**src/rtl/seq_sum_collector.sv**
```systemverilog
// Collects a batch of N_RESULTS results from an upstream sequential adder into a
// saturating accumulator and holds the total until a consumer accepts it.
module seq_sum_collector #(
    parameter int N_RESULTS = 10,
    parameter int ACC_W     = 16
) (
    input  logic             clk,
    input  logic             rst,
    input  logic [7:0]       sum,
    input  logic             cr_out,
    input  logic             done,
    input  logic             clr,
    output logic [ACC_W-1:0] acc_out,
    output logic             acc_valid,
    input  logic             acc_ready,
    output logic [7:0]       count,
    output logic             ovf,
    output logic             drop
);

    // state    | meaning
    // ST_ACCUM | summing results into the batch total
    // ST_HOLD  | batch complete, total presented until accepted
    typedef enum logic {ST_ACCUM, ST_HOLD} state_t;

    localparam logic [7:0] C_N = 8'(N_RESULTS);

    state_t           r_state, w_state_nxt;
    logic [ACC_W-1:0] r_acc, w_acc_nxt;
    logic [7:0]       r_count, w_count_nxt;
    logic             r_ovf, w_ovf_nxt;
    logic             r_drop, w_drop_nxt;
    logic             r_done_q;

    logic             w_result;
    logic [ACC_W-1:0] w_operand;
    logic [ACC_W:0]   w_sum;
    logic [7:0]       w_count_inc;

    assign w_result    = done & ~r_done_q;
    assign w_operand   = ACC_W'({cr_out, sum});
    assign w_sum       = {1'b0, r_acc} + {1'b0, w_operand};
    assign w_count_inc = r_count + 8'd1;

    always_ff @(posedge clk or negedge rst) begin
        if (!rst) begin
            r_state  <= ST_ACCUM;
            r_acc    <= '0;
            r_count  <= '0;
            r_ovf    <= 1'b0;
            r_drop   <= 1'b0;
            r_done_q <= 1'b0;
        end else begin
            r_state  <= w_state_nxt;
            r_acc    <= w_acc_nxt;
            r_count  <= w_count_nxt;
            r_ovf    <= w_ovf_nxt;
            r_drop   <= w_drop_nxt;
            r_done_q <= done;
        end
    end

    always_comb begin
        w_state_nxt = r_state;
        w_acc_nxt   = r_acc;
        w_count_nxt = r_count;
        w_ovf_nxt   = r_ovf;
        w_drop_nxt  = r_drop;
        if (clr) begin
            w_state_nxt = ST_ACCUM;
            w_acc_nxt   = '0;
            w_count_nxt = '0;
            w_ovf_nxt   = 1'b0;
            w_drop_nxt  = 1'b0;
        end else begin
            case (r_state)
                ST_ACCUM: begin
                    if (w_result) begin
                        w_acc_nxt   = w_sum[ACC_W] ? '1 : w_sum[ACC_W-1:0];
                        w_ovf_nxt   = r_ovf | w_sum[ACC_W];
                        w_count_nxt = w_count_inc;
                        if (w_count_inc == C_N) w_state_nxt = ST_HOLD;
                    end
                end
                ST_HOLD: begin
                    if (acc_ready) begin
                        w_state_nxt = ST_ACCUM;
                        w_acc_nxt   = '0;
                        w_count_nxt = '0;
                        w_ovf_nxt   = 1'b0;
                        w_drop_nxt  = 1'b0;
                        if (w_result) begin
                            // A single operand cannot exceed the accumulator, so no saturation check here.
                            w_acc_nxt   = w_operand;
                            w_count_nxt = 8'd1;
                            if (C_N == 8'd1) w_state_nxt = ST_HOLD;
                        end
                    end else if (w_result) begin
                        w_drop_nxt = 1'b1;
                    end
                end
                default: w_state_nxt = ST_ACCUM;
            endcase
        end
    end

    assign acc_out   = r_acc;
    assign acc_valid = (r_state == ST_HOLD);
    assign count     = r_count;
    assign ovf       = r_ovf;
    assign drop      = r_drop;

endmodule

```
**config.mk**
```make
export PLATFORM = sky130hd
export DESIGN_NAME = seq_sum_collector
export DESIGN_NICKNAME = d
export VERILOG_FILES = /design/src/rtl/seq_sum_collector.sv
export SDC_FILE = /design/constraint.sdc
export NUM_CORES = 1
export LEC_CHECK = 0
export ABC_AREA = 1
export CORE_ASPECT_RATIO = 1.2
export CORE_MARGIN = 5
export CORE_UTILIZATION = 52
export DETAILED_ROUTE_END_ITERATION = 10
export GPL_ROUTABILITY_DRIVEN = 0
export PLACE_DENSITY = 0.8
export RECOVER_POWER = 100
export SYNTH_ARGS = -nofsm -noshare
export SYNTH_HDL_FRONTEND = slang
export SYNTH_SLANG_ARGS = --single-unit
export TNS_END_PERCENT = 100
```
**constraint.sdc**
```tcl
create_clock -name clk -period 2.5 [get_ports clk]
set_input_delay 0.25 -clock clk [delete_from_list [all_inputs] [get_ports clk]]
set_output_delay 0.25 -clock clk [all_outputs]
set_load 0.1 [all_outputs]
```
==> results.yml <==
global_route:
  grt_antenna_before_repair: 0
  grt_use_total_pct: 21.4
  number_of_global_route_vias_before_repair: 2131
  global_route_wire_length_before_repair_um: 9210
  pin_count_of_the_biggest_net_entering_global_routing: 29
  grt_remaining_overflow: 0
sta:
  final-max-slew-violation-count: 29
  worst_clock_skew_ns: 0.00590
  timing.final.crit_share_pct: 84.0
  worst_pin_slew_ns: 1.59
  grt_setup_unrepaired: "false"
  post-route-min-period_ns: 2.10
  timing.max_slew.rel_slack_pct: -6.29
  timing.final.setup_violations: 0
  fmax_mhz: 476
  timing_hold_violations_final: 0
  final.setup.tns_ns: 0
  slack_of_the_critical_path_ns: 0.401
synthesis:
  count_of_flip_flops_with_a_built_in_enable_after_synthesis: 0
  yosysUniqueCellTypes: 30
  yosysTopAreaCellShare_pct: 32.3
  synth.area.top_cells: "sky130_fd_sc_hd__dfrtp_1 32%, sky130_fd_sc_hd__nand2_1 22%, sky130_fd_sc_hd__inv_1 7.3%, sky130_fd_sc_hd__ha_1 6.3%, sky130_fd_sc_hd__nand3_1 4.6%"
  post-synth-top-area-cell: "sky130_fd_sc_hd__dfrtp_1"
  synth-seq-cells: 28
  synth-warning-count: 0
  syn-num-nets: 351
  yosys.cell_count.top_type: "sky130_fd_sc_hd__nand2_1"
  synth_area_per_cell_um2: 6.68
  synth-async-reset-ratio_pct: 100
  synth.cell_area_um2: 2170
  postSynth.topFlopCell: "sky130_fd_sc_hd__dfrtp_1"
  synthTopCellsByCount: "126 x sky130_fd_sc_hd__nand2_1, 42 x sky130_fd_sc_hd__inv_1, 28 x sky130_fd_sc_hd__dfrtp_1"
  post_synthesis_instance_total: 325
  yosysSeqAreaShare_pct: 32.3
clocking:
  cts.sink_count: 28
  cts_tree: "done"
  cts-buffers-inserted: 3
  post_cts.resized_instances: 0
  clock_insertion_delay_worst_skew_ns: 0.28
  cts.root.buffer_cell: "sky130_fd_sc_hd__clkbuf_8"
  clkSlewWorstSetupHoldPaths_ns: 0.11
  cts.path.max_buffers: 2
  cts_max_level: 1
  post_cts_setup_inserts: 0
  cts_hold_buf: 0
routing:
  remaining_drc_errors: 0
  drt_iter0_drc: 102
  num_vias: 2160
  finalWirelength_um: 5160
  final_antenna_net_count: 0
  route.detailed.wl_per_inst_um: 12.2
  firstDrtPassIters: 5
  vias_per_cell: 5.11
worst_setup_path:
  worst_path_largest_cell_delay_ns: 0.42
  timing.critical_path.arrival_ns: 2.28
  slowest_cell_on_crit_path: "sky130_fd_sc_hd__dfrtp_1"
  cp-start-kind: "flip-flop"
  worstPathCellList: "ha_1 -> fa_1 -> nand2_1 -> nand2_1 -> nand3_1 -> nand2_1 -> nand2_1 -> nand2_4 -> inv_6 -> o21ai_0 -> nand2_1 -> nand2_1"
  required_ns: 2.68
  critPathMostFrequentCell: "sky130_fd_sc_hd__nand2_1"
  setup.worst_path.end_class: "flip-flop"
  cp_max_fo: 10
  setup.worst_path.class: "flip-flop to flip-flop"
pwr:
  power_per_cell_area_nw_per_um2: 695
  total_leakage_power_uw: 0.00132
  power.ir.vdd_worst_uv: 351
floorplanning:
  die_h_um: 80.8
  initial_utilization_pct: 54.2
  fp.coreArea_um2: 4000
  dieArea_um2: 5570
  die_width_um: 69.0
  row_count: 25
  pin_count: 41
place:
  dp_slack_ns: 0.183
  dp_hpwl_um: 3980
  port_buffers: 40
final_layout:
  n_fill_cell: 407
  num_antenna_cells: 0
  post_route_cells_drive_above_1_share_pct: 4.88
  area.growth.synth_to_final_pct: 15.4
  multi_input_comb_area_um2: 1240
  seqCellArea_um2: 701
  num-nets-final: 396
flow_run:
  drv_cap: 1
status:
  violations_in_the_final_reports: "max-capacitance violations, max-slew violations"
  run_status: "complete, but fails checks"
hold_path:
  timing.hold.worst.class: "flip-flop to flip-flop"
## power breakdown
part           total (uW)  switching, uW  internal [uW]
Combinational         836            632            204
Sequential            535           39.6            495
Clock                 369            155            215
Total                1740            826            914
## registers in the layout, indices dropped and copies added (netlist names)
name and flops:
ovf 1, acc_out 16, acc_valid 1, drop 1
count 8, r_done_q 1
## critical path, delay by kind of cell (launching register included)
kind                       cells  cell delay (ns)
DFF                            1             0.42
adders and majority gates      2             0.62
and+or+nand+nor                8             0.76
buffers and inverters          1             0.11
AOI/OAI and AO/OA              1             0.09
## stage by stage
stage                     cells  area [um^2]  util, %  hold slack (ns)  power, uW
after floorplan             325         2170        -          -0.0456       1220
after global routing        423         2500     62.6            0.540       1860
after global placement      419         2580     64.5            0.494       1420
final                       423         2500     62.6            0.520       1740
after detailed placement    419         2580     64.5            0.492       1430
after CTS                   423         2650     66.3            0.352       1800
## per-layer routing
layer | wire (um) | part of all wire [%] | global-route usage [%]
met1 | 2160 | 42 | 28.4
met2 | 2540 | 49 | 35.7
met3 | 391 | 7.6 | 3.60
met4 | 62 | 1.2 | 5.46
met5 | 0 | 0 | 0
## placed cells by master (no fill, tap or decap)
| master | synthesis | final |
|---|---|---|
| sky130_fd_sc_hd__a21oi_1 | 15 | 15 |
| sky130_fd_sc_hd__a21oi_2 | 2 | 2 |
| sky130_fd_sc_hd__and2_1 | 2 | 2 |
| sky130_fd_sc_hd__buf_4 | 0 | 2 |
| sky130_fd_sc_hd__bufinv_16 | 0 | 1 |
| sky130_fd_sc_hd__clkbuf_1 | 1 | 28 |
| sky130_fd_sc_hd__clkbuf_2 | 0 | 1 |
| sky130_fd_sc_hd__clkbuf_8 | 0 | 3 |
| sky130_fd_sc_hd__clkdlybuf4s50_1 | 0 | 11 |
| sky130_fd_sc_hd__dfrtp_1 | 28 | 28 |
| sky130_fd_sc_hd__dlygate4sd3_1 | 0 | 2 |
| sky130_fd_sc_hd__fa_1 | 1 | 1 |
| sky130_fd_sc_hd__ha_1 | 11 | 11 |
| sky130_fd_sc_hd__inv_1 | 42 | 43 |
| sky130_fd_sc_hd__inv_2 | 2 | 1 |
| sky130_fd_sc_hd__inv_6 | 1 | 1 |
| sky130_fd_sc_hd__nand2_1 | 126 | 128 |
| sky130_fd_sc_hd__nand2_2 | 4 | 2 |
| sky130_fd_sc_hd__nand2_4 | 1 | 1 |
| sky130_fd_sc_hd__nand3_1 | 20 | 26 |
| sky130_fd_sc_hd__nand3b_1 | 2 | 2 |
| sky130_fd_sc_hd__nand4_1 | 4 | 4 |
| sky130_fd_sc_hd__nor2_1 | 23 | 24 |
| sky130_fd_sc_hd__nor2_2 | 3 | 2 |
| sky130_fd_sc_hd__nor3_1 | 1 | 1 |
| sky130_fd_sc_hd__nor3_4 | 1 | 1 |
| sky130_fd_sc_hd__o2111ai_1 | 1 | 1 |
| sky130_fd_sc_hd__o21ai_0 | 13 | 14 |
| sky130_fd_sc_hd__o21ai_4 | 1 | 1 |
| sky130_fd_sc_hd__o22ai_1 | 2 | 2 |
| sky130_fd_sc_hd__or2_1 | 1 | 1 |
| sky130_fd_sc_hd__xnor2_1 | 2 | 2 |
| sky130_fd_sc_hd__xor2_1 | 5 | 5 |
## cell families (layout without fill, tap and decap cells)
logic type,count (synthesis),count (layout),share of synthesized area (%)
AO/OA/AOI/OAI,35,35,9.40
XOR/XNOR,7,7,2.82
adder cells (fa/ha/maj),12,12,7.26
buffers and inverters,49,93,8.88
flip-flops,28,28,32.3
AND/OR/NAND/NOR,194,194,39.4
## final cells by class
| class | count | area share (%) |
|---|---|---|
| tap | 54 | 2.70 |
| timing repair buffer | 44 | 10.2 |
| clock inverter | 1 | 1.20 |
| clock buffer | 3 | 1.65 |
| multi-input combinational | 248 | 49.4 |
| sequential | 28 | 28.0 |
| inverter | 45 | 6.94 |
## final timing paths
| kind | startpoint | end | slack [ns] | cells past startpoint |
|---|---|---|---|---|
| hold reg to reg | acc_out[8] | acc_out[8] | 0.52 | 2 |
| setup reg to reg | acc_out[0] | acc_out[10] | 0.40 | 12 |
| setup / recovery | acc_out[0] | acc_out[10] | 0.40 | 12 |
| min in group asynchronous | rst | acc_out[3] | 0.88 | 2 |
| max in group asynchronous | rst | acc_out[10] | 0.69 | 2 |
| hold / removal | acc_out[8] | acc_out[8] | 0.52 | 2 |
Note: power is estimated with default switching activity, not from simulation.
==> variant 1, RTL diff (config.mk and constraints unchanged) <==
Make the reset (`rst`) synchronous in one clocked block.
--- a/src/rtl/seq_sum_collector.sv
+++ b/src/rtl/seq_sum_collector.sv
@@ -44,3 +44,3 @@
 
-    always_ff @(posedge clk or negedge rst) begin
+    always_ff @(posedge clk) begin
         if (!rst) begin
Function: differs if rst is asserted again (counterexample within 4 cycles, from zero or initial values and one cycle with rst low); with rst held inactive, the same outputs for 10 cycles.
==> variant 1 against the original RTL <==
Maximum frequency fell by 2.8%. Final cell count shrank 1.7%. Sequential cell count stayed put. Wire length fell by 4.6%. Core utilization fell by 1.3 points. Setup slack worse by 0.060 ns. Final area is 5.1% lower. Synthesized area decreased by 5.6%. Critical path type is now primary input to register. Highest routed layer unchanged.
Power is not compared: it rests on default switching activity, and its combinational part moved more than twofold at a synthesized area within 25%.
==> variant 1: results (changes against the original RTL) <==
largest net degree at the start of global routing 26 (was 29); Compound-Gate Fraction of Synth Area 13.9% (was 9.39%); Vias per Instance 4.96 (was 5.11); nets 389 (was 396); synth top area cells dfxtp_1 27%, nand2_1 18%, inv_1 8.1%, ha_1 6.7%, a21oi_1 5.1% (was dfrtp_1 32%, nand2_1 22%, inv_1 7.3%, ha_1 6.3%, nand3_1 4.6%); Async S/R FF share, synth 0% (was 100%); Synth area leader dfxtp_1 (was dfrtp_1); fin crit period 2.16 ns (was 2.10 ns); initial drt markers 83 (was 102); Synth Instances 321 (was 325); clk_skew 0.00276 ns (was 0.00590 ns); gr usage total 20.6% (was 21.4%); post-synthesis sequential area ratio 27.4% (was 32.3%); Num CTS Buffers 3 (unchanged); status completed (was complete, but fails checks); grt met2 use 36.9% (was 35.7%); Slew headroom 21.7% (was -6.29%); Crit Path Max Fanout 16 (was 10); Reg-to-Reg Start acc_out[0] (unchanged); Synth Area in Adders 7.69% (was 7.26%); Worst R2R Setup Slack 0.42 ns (was 0.40 ns); most used cell along the critical path nand2_1 (unchanged); hpwl dp 3750 um (was 3980 um); placed cell count 412 (was 419); WL final 4920 um (was 5160 um); Switching Fraction just over 30%; distinct cell type count after synthesis 33 (was 30); share of cells above drive strength 1 4.70% (was 4.88%); Hold WS 0.457 ns (was 0.520 ns); critical path arrival 2.34 ns (was 2.28 ns); DRT Pass-1 Iters 4 (was 5); Critical path origin sum[0] (was acc_out[0]); met1 usage 24.3% (was 28.4%); CP Capture Point acc_out[2] (was acc_out[10]); worst hold start drop (was acc_out[8]); vias in the first global route 2033 (was 2131); Slowest-stage cell, CP clkdlybuf4s50_1 (was dfrtp_1); routed len/inst 11.8 um (was 12.2 um); commonest cells in the netlist 98 x nand2_1, 44 x inv_1, 28 x dfxtp_1, 28 x nor2_1, 21 x a21oi_1 (was 126 x nand2_1, 42 x inv_1, 28 x dfrtp_1); Hold EP drop (was acc_out[8]); Hold Crit Depth 2 (unchanged); CTS max path bufs 2 (unchanged); first-pass GRT wire length 8710 um (was 9210 um); Ys Warns 0 (unchanged); XOR/XNOR share of the synthesized area 5.13% (was 2.82%); pre-CTS WS 0.106 ns (was 0.183 ns); grt met3 use 2.55% (was 3.60%); net count after synthesis 347 (was 351); CP top delay family adder cells (was simple AND/OR/NAND/NOR gates); cells on worst reg2reg path 11 (was 12)
==> variant 1: cell types whose count changed in the layout (fill, tap and decap cells not counted), moves of 4 or more <==
cell and change:
dfrtp_1 -28, nand3_1 -8, o21ai_0 +6, a21oi_1 +6
xnor2_1 +4, nor2_1 +5, nand2_1 -28, a31oi_1 +4
dfxtp_1 +28
==> variant 1: power groups by stage <==
stage	Clock, uW	Combinational (uW)	Sequential, uW
CTS	383	247	464
finish	372	235	463
global route	395	259	465
global placement	0	241	473
detailed placement	0	246	474
floorplan	0	121	533
==> variant 1: layer usage <==
layer  share of wire (%)  wire length [um]
met1                  45              2240
met2                  49              2410
met3                 4.3               210
met4                 1.4                67
met5                   0                 0
==> variant 1: layout make-up <==
type                    count  area (um^2)
well taps                  54         67.6
repair buffers             44          267
clock inverters             1         30.0
clock buffers               3         41.3
inverters                  48          180
multi-input cells         238         1230
fillers                   413         1500
flip-flops and latches     28          561
==> variant 2, RTL diff (same settings) <==
Made on the original files. Set the parameter `ACC_W` to 18 (it was 16).
--- a/src/rtl/seq_sum_collector.sv
+++ b/src/rtl/seq_sum_collector.sv
@@ -4,3 +4,3 @@
     parameter int N_RESULTS = 10,
-    parameter int ACC_W     = 16
+    parameter int ACC_W     = 18
 ) (
Interface: changed (resized acc_out); port bits go from 41 to 43. The function was not compared with the original's and may differ.
==> variant 2 against the original RTL <==
Wire length rose by 8.3%. Synthesized cell count grew 6.2%. Synthesized area rose by 4.7%. Die area is 4.0% higher. First-iteration DRC count is 72% higher. Sequential share of layout area is essentially flat. Setup slack worse by 0.035 ns. Largest power group unchanged. Hold slack lost 0.0069 ns. Final area rose by 7.1%. Core utilization is 0.39 points higher. Critical path depth up 1. Combinational power is 8.4% higher. Power up 21%. The flow still finishes with violations (capacitance limit, slew limit). Sequential cell count rose by 2. Critical path type is now primary input to register.
==> variant 2: results (changes against the original RTL) <==
first-pass GRT wire length 9520 um (was 9210 um); pre-CTS WS 0.149 ns (was 0.183 ns); Logic inverters 43 (was 45); grt met3 use 3.63% (was 3.60%); placed cell count 440 (was 419); violated checks capacitance limit, slew limit (unchanged); share of cells above drive strength 1 4.59% (was 4.88%); Worst R2R Setup Slack 0.38 ns (was 0.40 ns); vias in the first global route 2224 (was 2131); met2 WL 2810 um (was 2540 um); signal buffers share of area 9.84% (was 10.2%); multi-input combinational area share 48.2% (was 49.4%); commonest cells in the netlist 142 x nand2_1, 39 x inv_1, 30 x dfrtp_1 (was 126 x nand2_1, 42 x inv_1, 28 x dfrtp_1); status complete, but fails checks (unchanged); clock buffer count 6 (was 3); synth top area cells dfrtp_1 33%, nand2_1 23%, inv_1 6.4%, ha_1 6.1%, nand3_1 5.7% (was dfrtp_1 32%, nand2_1 22%, inv_1 7.3%, ha_1 6.3%, nand3_1 4.6%); largest net degree at the start of global routing 31 (was 29); hpwl dp 4180 um (was 3980 um); non-clock buffer count in the final layout 46 (was 44); Multi-In Gates 265 (was 248); critical path arrival 2.32 ns (was 2.28 ns); gr usage total 20.4% (was 21.4%); WL final 5590 um (was 5160 um); clk_skew 0.00822 ns (was 0.00590 ns); Syn Area/Cell 6.59 um^2 (was 6.68 um^2); Slew headroom -8.77% (was -6.29%); Pins Over Slew Limit 31 (was 29); leakage power 0.00139 uW (was 0.00132 uW); DRT Pass-1 Iters 4 (was 5); placed cell areas 2680 um^2 (was 2580 um^2); max-cap violation count 1 (unchanged); Critical path origin sum[0] (was acc_out[0]); clock network share of area 5.32% (was 2.85%); met1 WL 2360 um (was 2160 um); net count after synthesis 371 (was 351); maximum vdd drop 0.486 mV (was 0.351 mV)
-- variant 2: cell count changes in the layout (fill, tap and decap cells not counted), moves of 2 or more --
cell      before  now
dfrtp_1       28   30
inv_1         43   41
a21oi_2        2    0
o21ai_0       14   10
a21oi_1       15   19
nor2_1        24   21
nand2_2        2    0
clkbuf_8       3    6
nand2_1      128  144
nand3b_1       2    7
-- variant 2: kinds of logic (layout without fill, tap and decap cells) --
family / Yosys count / after routing / share of synthesized area (%)
DFF: 30 / 30 / 33.0
xor gates and xnor gates: 7 / 7 / 2.70
adders and majority gates: 12 / 12 / 6.94
buffers and inverters: 50 / 97 / 8.76
and+or+nand+nor: 212 / 212 / 40.1
AOI/OAI and AO/OA: 34 / 34 / 8.43
-- variant 2: through the flow --
stage	hold WS, ns	power (uW)	util [%]
3_5_place_dp	0.500	1530	62.9
6_report	0.513	2110	62.9
3_3_place_gp	0.495	1530	62.9
2_1_floorplan	-0.0456	1320	-
4_1_cts	0.355	2170	66.3
5_1_grt	0.539	2230	62.9
-- variant 2: how the worst max path moves through the flow --
stage	endpoint	slack [ns]	cells past startpoint
2_1_floorplan	acc_out[3]	0.06	13
3_3_place_gp	acc_out[4]	0.19	13
3_5_place_dp	acc_out[10]	0.15	13
4_1_cts	acc_out[10]	0.45	13
5_1_grt	acc_out[10]	0.19	12
6_report	acc_out[10]	0.37	13
-- variant 2: power groups by stage --
stage                     clock [uW]  sequential [uW]  combinational (uW)
after global routing             654              582                 995
after CTS                        638              575                 956
after detailed placement           0              584                 949
final                            626              574                 906
after floorplan                    0              909                 408
after global placement             0              583                 943
-- variant 2: worst max-delay path: cells and delay by family --
kind | cells | cell delay [ns]
simple gates | 9 | 0.86
buf+inv | 1 | 0.43
fa+ha+maj | 2 | 0.66
compound gates | 1 | 0.12
